**config.mk**
```make
export PLATFORM = sky130hd
export DESIGN_NAME = control_unit
export DESIGN_NICKNAME = d
export VERILOG_FILES = /design/src/rtl/ctrl_pkg.sv /design/src/rtl/cond_check.sv /design/src/rtl/control_unit.sv
export SDC_FILE = /design/constraint.sdc
export NUM_CORES = 1
export LEC_CHECK = 0
export CAP_MARGIN = 0
export CORE_MARGIN = 5
export CORE_UTILIZATION = 60
export DETAILED_ROUTE_END_ITERATION = 16
export DONT_BUFFER_PORTS = 1
export GPL_TIMING_DRIVEN = 0
export PLACE_DENSITY = 0.76
export SYNTH_ARGS = -nofsm -noshare
export SYNTH_HDL_FRONTEND = slang
export SYNTH_SLANG_ARGS = --single-unit
```
**constraint.sdc**
```tcl
create_clock -name clock -period 2.7 [get_ports clock]
set_input_delay 0.405 -clock clock [delete_from_list [all_inputs] [get_ports clock]]
set_output_delay 0.405 -clock clock [all_outputs]
set_load 0.1 [all_outputs]
```
**src/rtl/ctrl_pkg.sv**
```systemverilog
// Shared encodings for the ARM-subset control unit: opcode classes, DP
// commands, condition codes, ALU/immediate selects and run-state enum.
package ctrl_pkg;

    localparam logic [1:0] OP_DP  = 2'b00;
    localparam logic [1:0] OP_MEM = 2'b01;
    localparam logic [1:0] OP_BR  = 2'b10;

    localparam logic [3:0] CMD_AND = 4'b0000;
    localparam logic [3:0] CMD_SUB = 4'b0010;
    localparam logic [3:0] CMD_ADD = 4'b0100;
    localparam logic [3:0] CMD_CMP = 4'b1010;
    localparam logic [3:0] CMD_ORR = 4'b1100;

    localparam logic [3:0] CC_EQ = 4'b0000;
    localparam logic [3:0] CC_NE = 4'b0001;
    localparam logic [3:0] CC_CS = 4'b0010;
    localparam logic [3:0] CC_CC = 4'b0011;
    localparam logic [3:0] CC_MI = 4'b0100;
    localparam logic [3:0] CC_PL = 4'b0101;
    localparam logic [3:0] CC_VS = 4'b0110;
    localparam logic [3:0] CC_VC = 4'b0111;
    localparam logic [3:0] CC_HI = 4'b1000;
    localparam logic [3:0] CC_LS = 4'b1001;
    localparam logic [3:0] CC_GE = 4'b1010;
    localparam logic [3:0] CC_LT = 4'b1011;
    localparam logic [3:0] CC_GT = 4'b1100;
    localparam logic [3:0] CC_LE = 4'b1101;
    localparam logic [3:0] CC_AL = 4'b1110;
    localparam logic [3:0] CC_NV = 4'b1111;

    localparam logic [1:0] ALU_ADD = 2'b00;
    localparam logic [1:0] ALU_SUB = 2'b01;
    localparam logic [1:0] ALU_AND = 2'b10;
    localparam logic [1:0] ALU_ORR = 2'b11;

    localparam logic [1:0] IMM_DP  = 2'b00;
    localparam logic [1:0] IMM_MEM = 2'b01;
    localparam logic [1:0] IMM_BR  = 2'b10;

    typedef enum logic [1:0] {
        ST_WAIT = 2'b00,
        ST_RUN  = 2'b01,
        ST_HALT = 2'b10
    } state_t;

endpackage

```
**src/rtl/cond_check.sv**
```systemverilog
// Condition-code evaluation of Cond against the architectural NZCV flags.
module cond_check
    import ctrl_pkg::*;
(
    input  logic [3:0] cond,
    input  logic [3:0] flags,
    output logic       condex
);

    logic n, z, c, v;
    assign {n, z, c, v} = flags;

    // Standard ARM condition table; NV never executes
    always_comb begin
        condex = 1'b0;
        case (cond)
            CC_EQ: condex = z;
            CC_NE: condex = ~z;
            CC_CS: condex = c;
            CC_CC: condex = ~c;
            CC_MI: condex = n;
            CC_PL: condex = ~n;
            CC_VS: condex = v;
            CC_VC: condex = ~v;
            CC_HI: condex = c & ~z;
            CC_LS: condex = ~c | z;
            CC_GE: condex = (n == v);
            CC_LT: condex = (n != v);
            CC_GT: condex = ~z & (n == v);
            CC_LE: condex = z | (n != v);
            CC_AL: condex = 1'b1;
            default: condex = 1'b0;
        endcase
    end

endmodule

```
**src/rtl/control_unit.sv**
```systemverilog
// Control unit for the single-cycle ARM-subset datapath: instruction decode,
// NZCV flag register, conditional qualification and the WAIT/RUN/HALT FSM.
module control_unit
    import ctrl_pkg::*;
#(
    parameter int CNT_W       = 16,
    parameter int WAIT_CYCLES = 1
) (
    input  logic             clock,
    input  logic             reset,
    input  logic [31:0]      Instr,
    input  logic             Z,
    input  logic             N,
    input  logic             C,
    input  logic             V,
    output logic             PCSrc,
    output logic             PCEn,
    output logic [1:0]       RegSrc,
    output logic             RegWrite,
    output logic [1:0]       ImmSrc,
    output logic             ALUSrc,
    output logic [1:0]       ALUControl,
    output logic             MemWrite,
    output logic             MemtoReg,
    output logic             Halted,
    output logic [CNT_W-1:0] Retired
);

    localparam logic [3:0] WAIT_LAST = 4'(WAIT_CYCLES - 1);

    logic [3:0] cond;
    logic [1:0] op;
    logic [5:0] funct;
    logic [3:0] rd;
    logic [3:0] cmd;
    logic       s;

    assign cond  = Instr[31:28];
    assign op    = Instr[27:26];
    assign funct = Instr[25:20];
    assign rd    = Instr[15:12];
    assign cmd   = funct[4:1];
    assign s     = funct[0];

    // Register-address and offset fields belong to the datapath
    logic unused_fields;
    assign unused_fields = ^{Instr[19:16], Instr[11:0]};

    logic       alu_op, regw, memw, branch, nowrite, cmd_ok;
    logic [1:0] flagw;
    logic       pcs, illegal, condex;
    logic [3:0] flags;
    state_t     state;
    logic [3:0] wait_cnt;
    logic       exec;

    // Main decode: steering signals plus unqualified write intents
    always_comb begin
        alu_op   = 1'b0;
        regw     = 1'b0;
        memw     = 1'b0;
        branch   = 1'b0;
        RegSrc   = 2'b00;
        ImmSrc   = IMM_DP;
        ALUSrc   = 1'b0;
        MemtoReg = 1'b0;
        case (op)
            OP_DP: begin
                alu_op = 1'b1;
                regw   = 1'b1;
                if (funct[5]) ALUSrc = 1'b1;
            end
            OP_MEM: begin
                ImmSrc = IMM_MEM;
                ALUSrc = 1'b1;
                if (funct[0]) begin
                    MemtoReg = 1'b1;
                    regw     = 1'b1;
                end else begin
                    RegSrc = 2'b10;
                    memw   = 1'b1;
                end
            end
            OP_BR: begin
                RegSrc = 2'b01;
                ImmSrc = IMM_BR;
                ALUSrc = 1'b1;
                branch = 1'b1;
            end
            default: ;
        endcase
    end

    // ALU decode; non-DP instructions always add for address/target math
    always_comb begin
        ALUControl = ALU_ADD;
        nowrite    = 1'b0;
        cmd_ok     = 1'b1;
        flagw      = 2'b00;
        if (alu_op) begin
            case (cmd)
                CMD_ADD: ALUControl = ALU_ADD;
                CMD_SUB: ALUControl = ALU_SUB;
                CMD_AND: ALUControl = ALU_AND;
                CMD_ORR: ALUControl = ALU_ORR;
                CMD_CMP: begin
                    ALUControl = ALU_SUB;
                    nowrite    = 1'b1;
                    cmd_ok     = s;
                end
                default: cmd_ok = 1'b0;
            endcase
            flagw[1] = s;
            flagw[0] = s & ((cmd == CMD_ADD) | (cmd == CMD_SUB) | (cmd == CMD_CMP));
        end
    end

    assign illegal = (op == 2'b11) | (cond == CC_NV) | ~cmd_ok;
    assign pcs     = branch | ((rd == 4'd15) & regw);

    cond_check u_cond (
        .cond   (cond),
        .flags  (flags),
        .condex (condex)
    );

    // State gating is async-reset driven, so writes drop as soon as reset rises
    assign exec     = (state == ST_RUN) & ~illegal;
    assign PCEn     = exec;
    assign PCSrc    = exec & pcs & condex;
    assign RegWrite = exec & regw & condex & ~nowrite;
    assign MemWrite = exec & memw & condex;

    // Architectural NZCV register, written only by executed flag-setting ops
    always_ff @(posedge clock or posedge reset) begin
        if (reset) begin
            flags <= 4'b0000;
        end else if (exec && condex) begin
            if (flagw[1]) flags[3:2] <= {N, Z};
            if (flagw[0]) flags[1:0] <= {C, V};
        end
    end

    // Run-state FSM: fetch-latency wait, run, sticky halt; counts retired slots
    always_ff @(posedge clock or posedge reset) begin
        if (reset) begin
            state    <= ST_WAIT;
            wait_cnt <= 4'd0;
            Halted   <= 1'b0;
            Retired  <= '0;
        end else begin
            case (state)
                ST_WAIT: begin
                    if (wait_cnt == WAIT_LAST) state <= ST_RUN;
                    else                       wait_cnt <= wait_cnt + 4'd1;
                end
                ST_RUN: begin
                    if (illegal) begin
                        state  <= ST_HALT;
                        Halted <= 1'b1;
                    end else if (Retired != '1) begin
                        Retired <= Retired + 1'b1;
                    end
                end
                default: begin
                    state  <= ST_HALT;
                    Halted <= 1'b1;
                end
            endcase
        end
    end

endmodule

```
==> results of run 1 <==
## metal layers
| metal | track usage [%] | up-vias |
|---|---|---|
| met5 | 0 | - |
| met4 | 4.88 | 0 |
| met3 | 6.13 | 4 |
| met2 | 30.8 | 39 |
| met1 | 17.7 | 574 |
| li1 | - | 580 |
## cells in the mapped netlist (3+ instances only)
| master | instances | area share [%] |
|---|---|---|
| nand4_1 | 8 | 3.1 |
| nand3_1 | 8 | 2.4 |
| xor2_1 | 3 | 1.6 |
| inv_1 | 9 | 2.1 |
| mux2_2 | 5 | 3.4 |
| o21ai_0 | 3 | 0.92 |
| a21oi_1 | 3 | 0.92 |
| nor2b_1 | 5 | 1.9 |
| xnor2_1 | 19 | 10 |
| dfrtp_1 | 27 | 41 |
| ha_1 | 9 | 6.9 |
| nand2_1 | 10 | 2.3 |
| and3_1 | 8 | 3.1 |
| nor2_1 | 11 | 2.5 |
## sequential cells by signal, indices dropped and copies added (netlist names)
| signal | cells |
|---|---|
| flags | 4 |
| Retired | 16 |
| wait_cnt | 4 |
| Halted | 1 |
| state | 2 |
## placed cells by master, fill, tap and decap left out, types with 2 or more instances in the layout
cell      instances
nand4_1           8
dfrtp_2           4
mux2_2            5
a221o_1           2
and4_1            2
nand3_1           8
and3_1            8
buf_4             3
and2b_1           2
xor2_1            3
nor2b_1           4
clkbuf_4          3
nor2_2            2
nand2b_1          2
nor3_1            2
nand2_1          10
ha_1              9
inv_1             8
a21oi_1           3
dfrtp_1          23
xnor2_1          19
buf_6             3
nor2_1            8
## where the power goes
group	total, W	switching (W)	internal, W
Combinational	0.0000977	0.0000756	0.0000221
Sequential	0.000404	0	0.000404
Clock	0.000167	0.000112	0.0000554
Total	0.000669	0.000188	0.000482
## logic make-up (layout without fill, tap and decap cells)
| kind of cell | count (synthesis) | count (layout) | share of synthesized area (%) |
|---|---|---|---|
| AND/OR/NAND/NOR | 65 | 65 | 21.8 |
| multiplexers | 6 | 6 | 4.05 |
| flip-flops | 27 | 27 | 41.3 |
| buffers and inverters | 15 | 22 | 4.67 |
| AO/OA/AOI/OAI | 18 | 18 | 9.49 |
| XOR/XNOR | 22 | 22 | 11.8 |
| adder cells (fa/ha/maj) | 9 | 9 | 6.89 |
## final timing paths
path	startpoint	to	slack, ns
worst max-delay path	state[1]	RegWrite	-0.44
min in group clock	Z	flags[2]	0.23
worst max register to register	Retired[10]	Retired[3]	0.13
max in group asynchronous	reset	Retired[6]	1.87
worst min-delay path	reset	wait_cnt[0]	0.19
worst min register to register	wait_cnt[3]	wait_cnt[3]	0.50
## timing repair
action	4_1_cts	5_1_grt
endpoints found under the hold margin	0	0
buffers inserted	2	1
gates resized for setup	3	5
pin swaps	6	3
endpoints found under the setup margin	3	13
## through the flow
| step | hold WS, ns | area (µm²) | cells |
|---|---|---|---|
| 6_report | 0.186 | 1810 | 200 |
| 5_1_grt | 0.198 | 1810 | 200 |
| 4_1_cts | 0.219 | 1800 | 199 |
| 3_5_place_dp | 0.484 | 1750 | 193 |
| 3_3_place_gp | 0.460 | 1730 | 193 |
| 2_1_floorplan | 0.446 | 1700 | 162 |
## area by class of cell
type / count / area, µm²
multi-input combinational: 120 / 958
sequential: 27 / 681
clock inverter: 1 / 5.00
clock buffer: 3 / 22.5
tap: 31 / 38.8
inverter: 9 / 37.5
timing repair buffer: 3 / 26.3
fill: 224 / 873
buffer: 6 / 43.8
==> impl_metrics.env, run 1 <==
export IMPL_max_stage_delay_ns=0.95
export IMPL_wl_per_cell_um=16.1
export IMPL_highest_layer="met4"
export IMPL_timing_setup_tns_ns=-1.07
export IMPL_critPathMaxFanout=7
export IMPL_hold_path_class="primary input to async pin"
export IMPL_clock_latency_ns=0.31
export IMPL_fin_crit_sh_pct=116
export IMPL_wl_met1_mm=1.18
export IMPL_critPathArrivalTime_ns=2.73
export IMPL_syn2layout_area_growth_pct=10.9
export IMPL_syn_num_nets=209
export IMPL_total_power_w=0.000669
export IMPL_ctsRootBufferMaster="clkbuf_4"
export IMPL_crit_buf_inv=1
export IMPL_drt_first_pass_iters=4
export IMPL_dp_hpwl_mm=2.54
export IMPL_drc=0
export IMPL_drt_total_wl_mm=3.22
export IMPL_cts_sinks=27
export IMPL_htree_levels=1
export IMPL_cts_made_buffers=3
export IMPL_met2_length_mm=1.73
export IMPL_grt_antenna_before_repair=0
export IMPL_num_rows=19
export IMPL_ys_seq_area_share_pct=41.3
export IMPL_fmax_mhz=319
export IMPL_viasPerCell=5.99
export IMPL_worstPathCellList="nor2_1, nand2_1, a221o_1, clkinvlp_4, o21ai_4, a311oi_4"
export IMPL_gp_congestion=0.748
export IMPL_final_util_pct=67.5
export IMPL_ioPinCount=67
export IMPL_drtIter0Drc=54
export IMPL_synth_cell_types=40
export IMPL_setup_violations=3
export IMPL_io_buffers=0
export IMPL_place_ws_ns=-0.526
export IMPL_fp_coreArea_um2=2690
export IMPL_fp_dieW_um=62.2
export IMPL_die_h_um=62.2
export IMPL_netlist_instances=162
export IMPL_clk_pin_slew_ns=0.13
export IMPL_skew_ns=0.00230
export IMPL_cp_start_kind="flop"
export IMPL_rsz0062_at_grt="yes"
export IMPL_max_cap_viol_count=0
export IMPL_antenna_left=0
export IMPL_critical_path_class="flop to primary output"
export IMPL_min_period_ns=3.14
export IMPL_tightest_slew_ns=1.33
export IMPL_yosys_warnings=0
export IMPL_synth_edf_count=0
export IMPL_routed_wl_met3_um=281
export IMPL_vias=1197
export IMPL_failed_checks="negative setup slack"
export IMPL_final_hold_violation_count=0
export IMPL_overflow=0
export IMPL_grtUsageTotal_pct=16.8
export IMPL_cp_top_family="compound AO/OA/AOI/OAI gates"
export IMPL_slew_headroom_pct=10.9
export IMPL_grt_first_pass_wirelength_mm=5.53
export IMPL_worstSetupEndpointType="primary output"
export IMPL_clk_path_buf_depth=2
export IMPL_fin_ws_ns=-0.439
export IMPL_grt_pass1_vias=1258
export IMPL_initial_core_util_pct=60.9
export IMPL_power_density_nw_per_um2=369
export IMPL_hold_buffers=0
export IMPL_antennaDiodeCount=0
export IMPL_drive_above_1_share_pct=18.9
export IMPL_cts_tree="yes"
export IMPL_syn_avg_cell_area_um2=10.1
export IMPL_irDropWorstVdd_mv=0.402
export IMPL_outcome="complete, but fails checks"
export IMPL_ys_flop_type="dfrtp_1"
export IMPL_ys_seq_elements=27
export IMPL_worstRegToRegCells=7
export IMPL_die_area_um2=3870
export IMPL_power_leakage_nw=0.831
export IMPL_cp_depth=6
export IMPL_grt_max_degree=28
export IMPL_slew_viol_final=0
export IMPL_syn_area_um2=1640
export IMPL_crit_required_ns=2.30
export IMPL_async_reset_ff_share_pct=100
export IMPL_nets=217
export IMPL_crit_slowest_cell="a311oi_4"
Power figures use the tool's default switching activity.
==> run 2: changes to the inputs <==
--- a/config.mk
+++ b/config.mk
@@ -12,6 +12,7 @@
 export DONT_BUFFER_PORTS = 1
 export GPL_TIMING_DRIVEN = 0
 export PLACE_DENSITY = 0.76
+export SKIP_LAST_GASP = 1
 export SYNTH_ARGS = -nofsm -noshare
 export SYNTH_HDL_FRONTEND = slang
 export SYNTH_SLANG_ARGS = --single-unit
==> constraint.sdc (replaced) <==
create_clock -name clock -period 2.7 [get_ports clock]
set_input_delay 0.405 -clock clock [delete_from_list [all_inputs] [get_ports clock]]
set_output_delay 0.405 -clock clock [all_outputs]
set_load 0.005 [all_outputs]
==> run 2 against run 1 <==
  * The run now ends clean
  * Cell count is 1.5% lower
  * Largest power group unchanged
  * Register-to-register slack better by 0.55 ns
  * Sequential share of layout area is 2.2 points higher
  * Highest routed layer unchanged
  * Utilization is 4.2 points lower
  * Count of clock-buffer cells in the layout is 1 higher
  * Sequential power hardly changed
  * Critical endpoint unchanged
  * Maximum frequency is 27% higher
  * Wire length is 4.6% lower
==> impl_metrics.env, run 2 (synthesis results as in run 1) <==
export IMPL_outcome="complete, no violations"
export IMPL_cts_sinks=27
export IMPL_place_ws_ns=0.281
export IMPL_drc=0
export IMPL_ctsRootBufferMaster="clkbuf_4"
export IMPL_power_internal_w=0.000481
export IMPL_grt_pass1_vias=1206
export IMPL_io_buffers=0
export IMPL_viasPerCell=6.16
export IMPL_htree_levels=1
export IMPL_gp_congestion=0.795
export IMPL_p_sw_share_pct=22.2
export IMPL_worstSetupEndpointType="primary output"
export IMPL_grt_max_degree=28
export IMPL_drt_total_wl_mm=3.07
export IMPL_cts_setup_buffers=0
export IMPL_final_common_cell="dfrtp_1"
export IMPL_slew_headroom_pct=36.9
export IMPL_min_period_ns=2.46
export IMPL_nets=214
export IMPL_clock_latency_ns=0.32
export IMPL_hold_path_class="primary input to async pin"
export IMPL_largest_reg_flops=16
export IMPL_post_dp_cell_area_um2=1670
export IMPL_fp_coreArea_um2=2690
export IMPL_setup_violations=0
export IMPL_clk_path_buf_depth=2
export IMPL_fin_ws_ns=0.238
export IMPL_ctsResizeCount=0
export IMPL_critical_path_class="flop to primary output"
export IMPL_cts_made_buffers=3
export IMPL_drive_above_1_share_pct=8.43
export IMPL_cp_start_kind="flop"
export IMPL_fin_crit_sh_pct=91.2
export IMPL_grt_first_pass_wirelength_mm=5.20
export IMPL_num_rows=19
export IMPL_vias=1213
export IMPL_regMostFlops="Retired"
export IMPL_crit_required_ns=2.30
export IMPL_tightest_slew_ns=0.945
export IMPL_syn2layout_area_growth_pct=3.98
export IMPL_hold_ws_ns=0.167
export IMPL_hold_buffers=0
export IMPL_slew_viol_final=0
export IMPL_final_cell_area_um2=1700
export IMPL_pwr_share_clk_pct=26.8
export IMPL_power_leakage_nw=0.809
export IMPL_total_power_w=0.000618
export IMPL_p_sw_w=0.000137
export IMPL_cts_tree="yes"
export IMPL_drtIter0Drc=122
export IMPL_initial_core_util_pct=60.9
export IMPL_final_hold_violation_count=0
export IMPL_die_h_um=62.2
export IMPL_drt_first_pass_iters=4
export IMPL_skew_ns=0.0161
export IMPL_critPathArrivalTime_ns=2.06
export IMPL_reg_largest_list="Retired (16), flags (4), wait_cnt (4)"
export IMPL_clk_pin_slew_ns=0.14
export IMPL_irDropWorstVdd_mv=0.354
export IMPL_ioPinCount=67
export IMPL_fmax_mhz=406
export IMPL_r2r_setup_slack_ns=0.68
export IMPL_grtUsageTotal_pct=15.8
export IMPL_grt_antenna_before_repair=0
export IMPL_critPathMaxFanout=4
export IMPL_antennaDiodeCount=0
export IMPL_overflow=0
export IMPL_die_area_um2=3870
export IMPL_power_density_nw_per_um2=363
export IMPL_wl_per_cell_um=15.6
export IMPL_antenna_left=0
export IMPL_layout_common_cells="dfrtp_1, xnor2_1, nor2_1"
export IMPL_p_seq_share_pct=65.4
export IMPL_fp_dieW_um=62.2
export IMPL_timing_setup_tns_ns=0
export IMPL_combPwrFrac_pct=7.8
export IMPL_dp_hpwl_mm=2.44
export IMPL_max_cap_viol_count=0
export IMPL_rsz0062_at_grt="no"
-- run 2: cell types whose count changed in the layout (fill, tap and decap cells not counted), sizes merged --
cell,before,now
buf,7,4
clkbuf,5,6
clkinv,1,0
clkinvlp,1,0
inv,8,9
-- run 2: final timing paths --
path                                   from     endpoint  depth (start not counted)
worst max-delay path               flags[0]     RegWrite                          6
worst min-delay path                  reset  wait_cnt[1]                          1
worst max register to register   Retired[6]   Retired[6]                          7
worst min register to register  wait_cnt[3]  wait_cnt[3]                          1
max in group asynchronous             reset   Retired[7]                          1
min in group clock                        C     flags[1]                          1
-- run 2: worst max-delay path, stage by stage (launching register included) --
cell,delay (ns)
dfrtp_1,0.44
xor2_1,0.20
nand2b_1,0.09
xnor2_1,0.12
o21ai_0,0.31
o21ai_0,0.23
a311oi_1,0.36
-- run 2: area by class of cell --
type | instances | area [µm²]
Fill cell | 228 | 986
Multi-Input combinational cell | 120 | 883
Sequential cell | 27 | 676
Buffer | 6 | 42.5
Tap cell | 31 | 38.8
Inverter | 9 | 33.8
Clock buffer | 4 | 26.3
-- run 2: per-stage QoR --
stage	util, %	cells
floorplan	-	162
global placement	62.3	193
finish	63.3	197
detailed placement	62.3	193
global route	63.3	197
CTS	63.3	197
-- run 2: power by group through the flow --
stage	registers, W	logic [W]	clock network, W
after floorplan	0.000412	0.0000401	0
after global placement	0.000412	0.0000466	0
after detailed placement	0.000412	0.0000487	0
after CTS	0.000404	0.0000489	0.000172
after global routing	0.000405	0.0000550	0.000195
final	0.000404	0.0000483	0.000165
-- run 2: layer usage --
layer | share of wire (%) | global-route usage (%) | routed length (µm)
met1 | 39 | 17.2 | 1210
met5 | 0 | 0 | 0
met2 | 49 | 28.1 | 1520
met4 | 0.75 | 4.88 | 23
met3 | 10 | 5.77 | 321
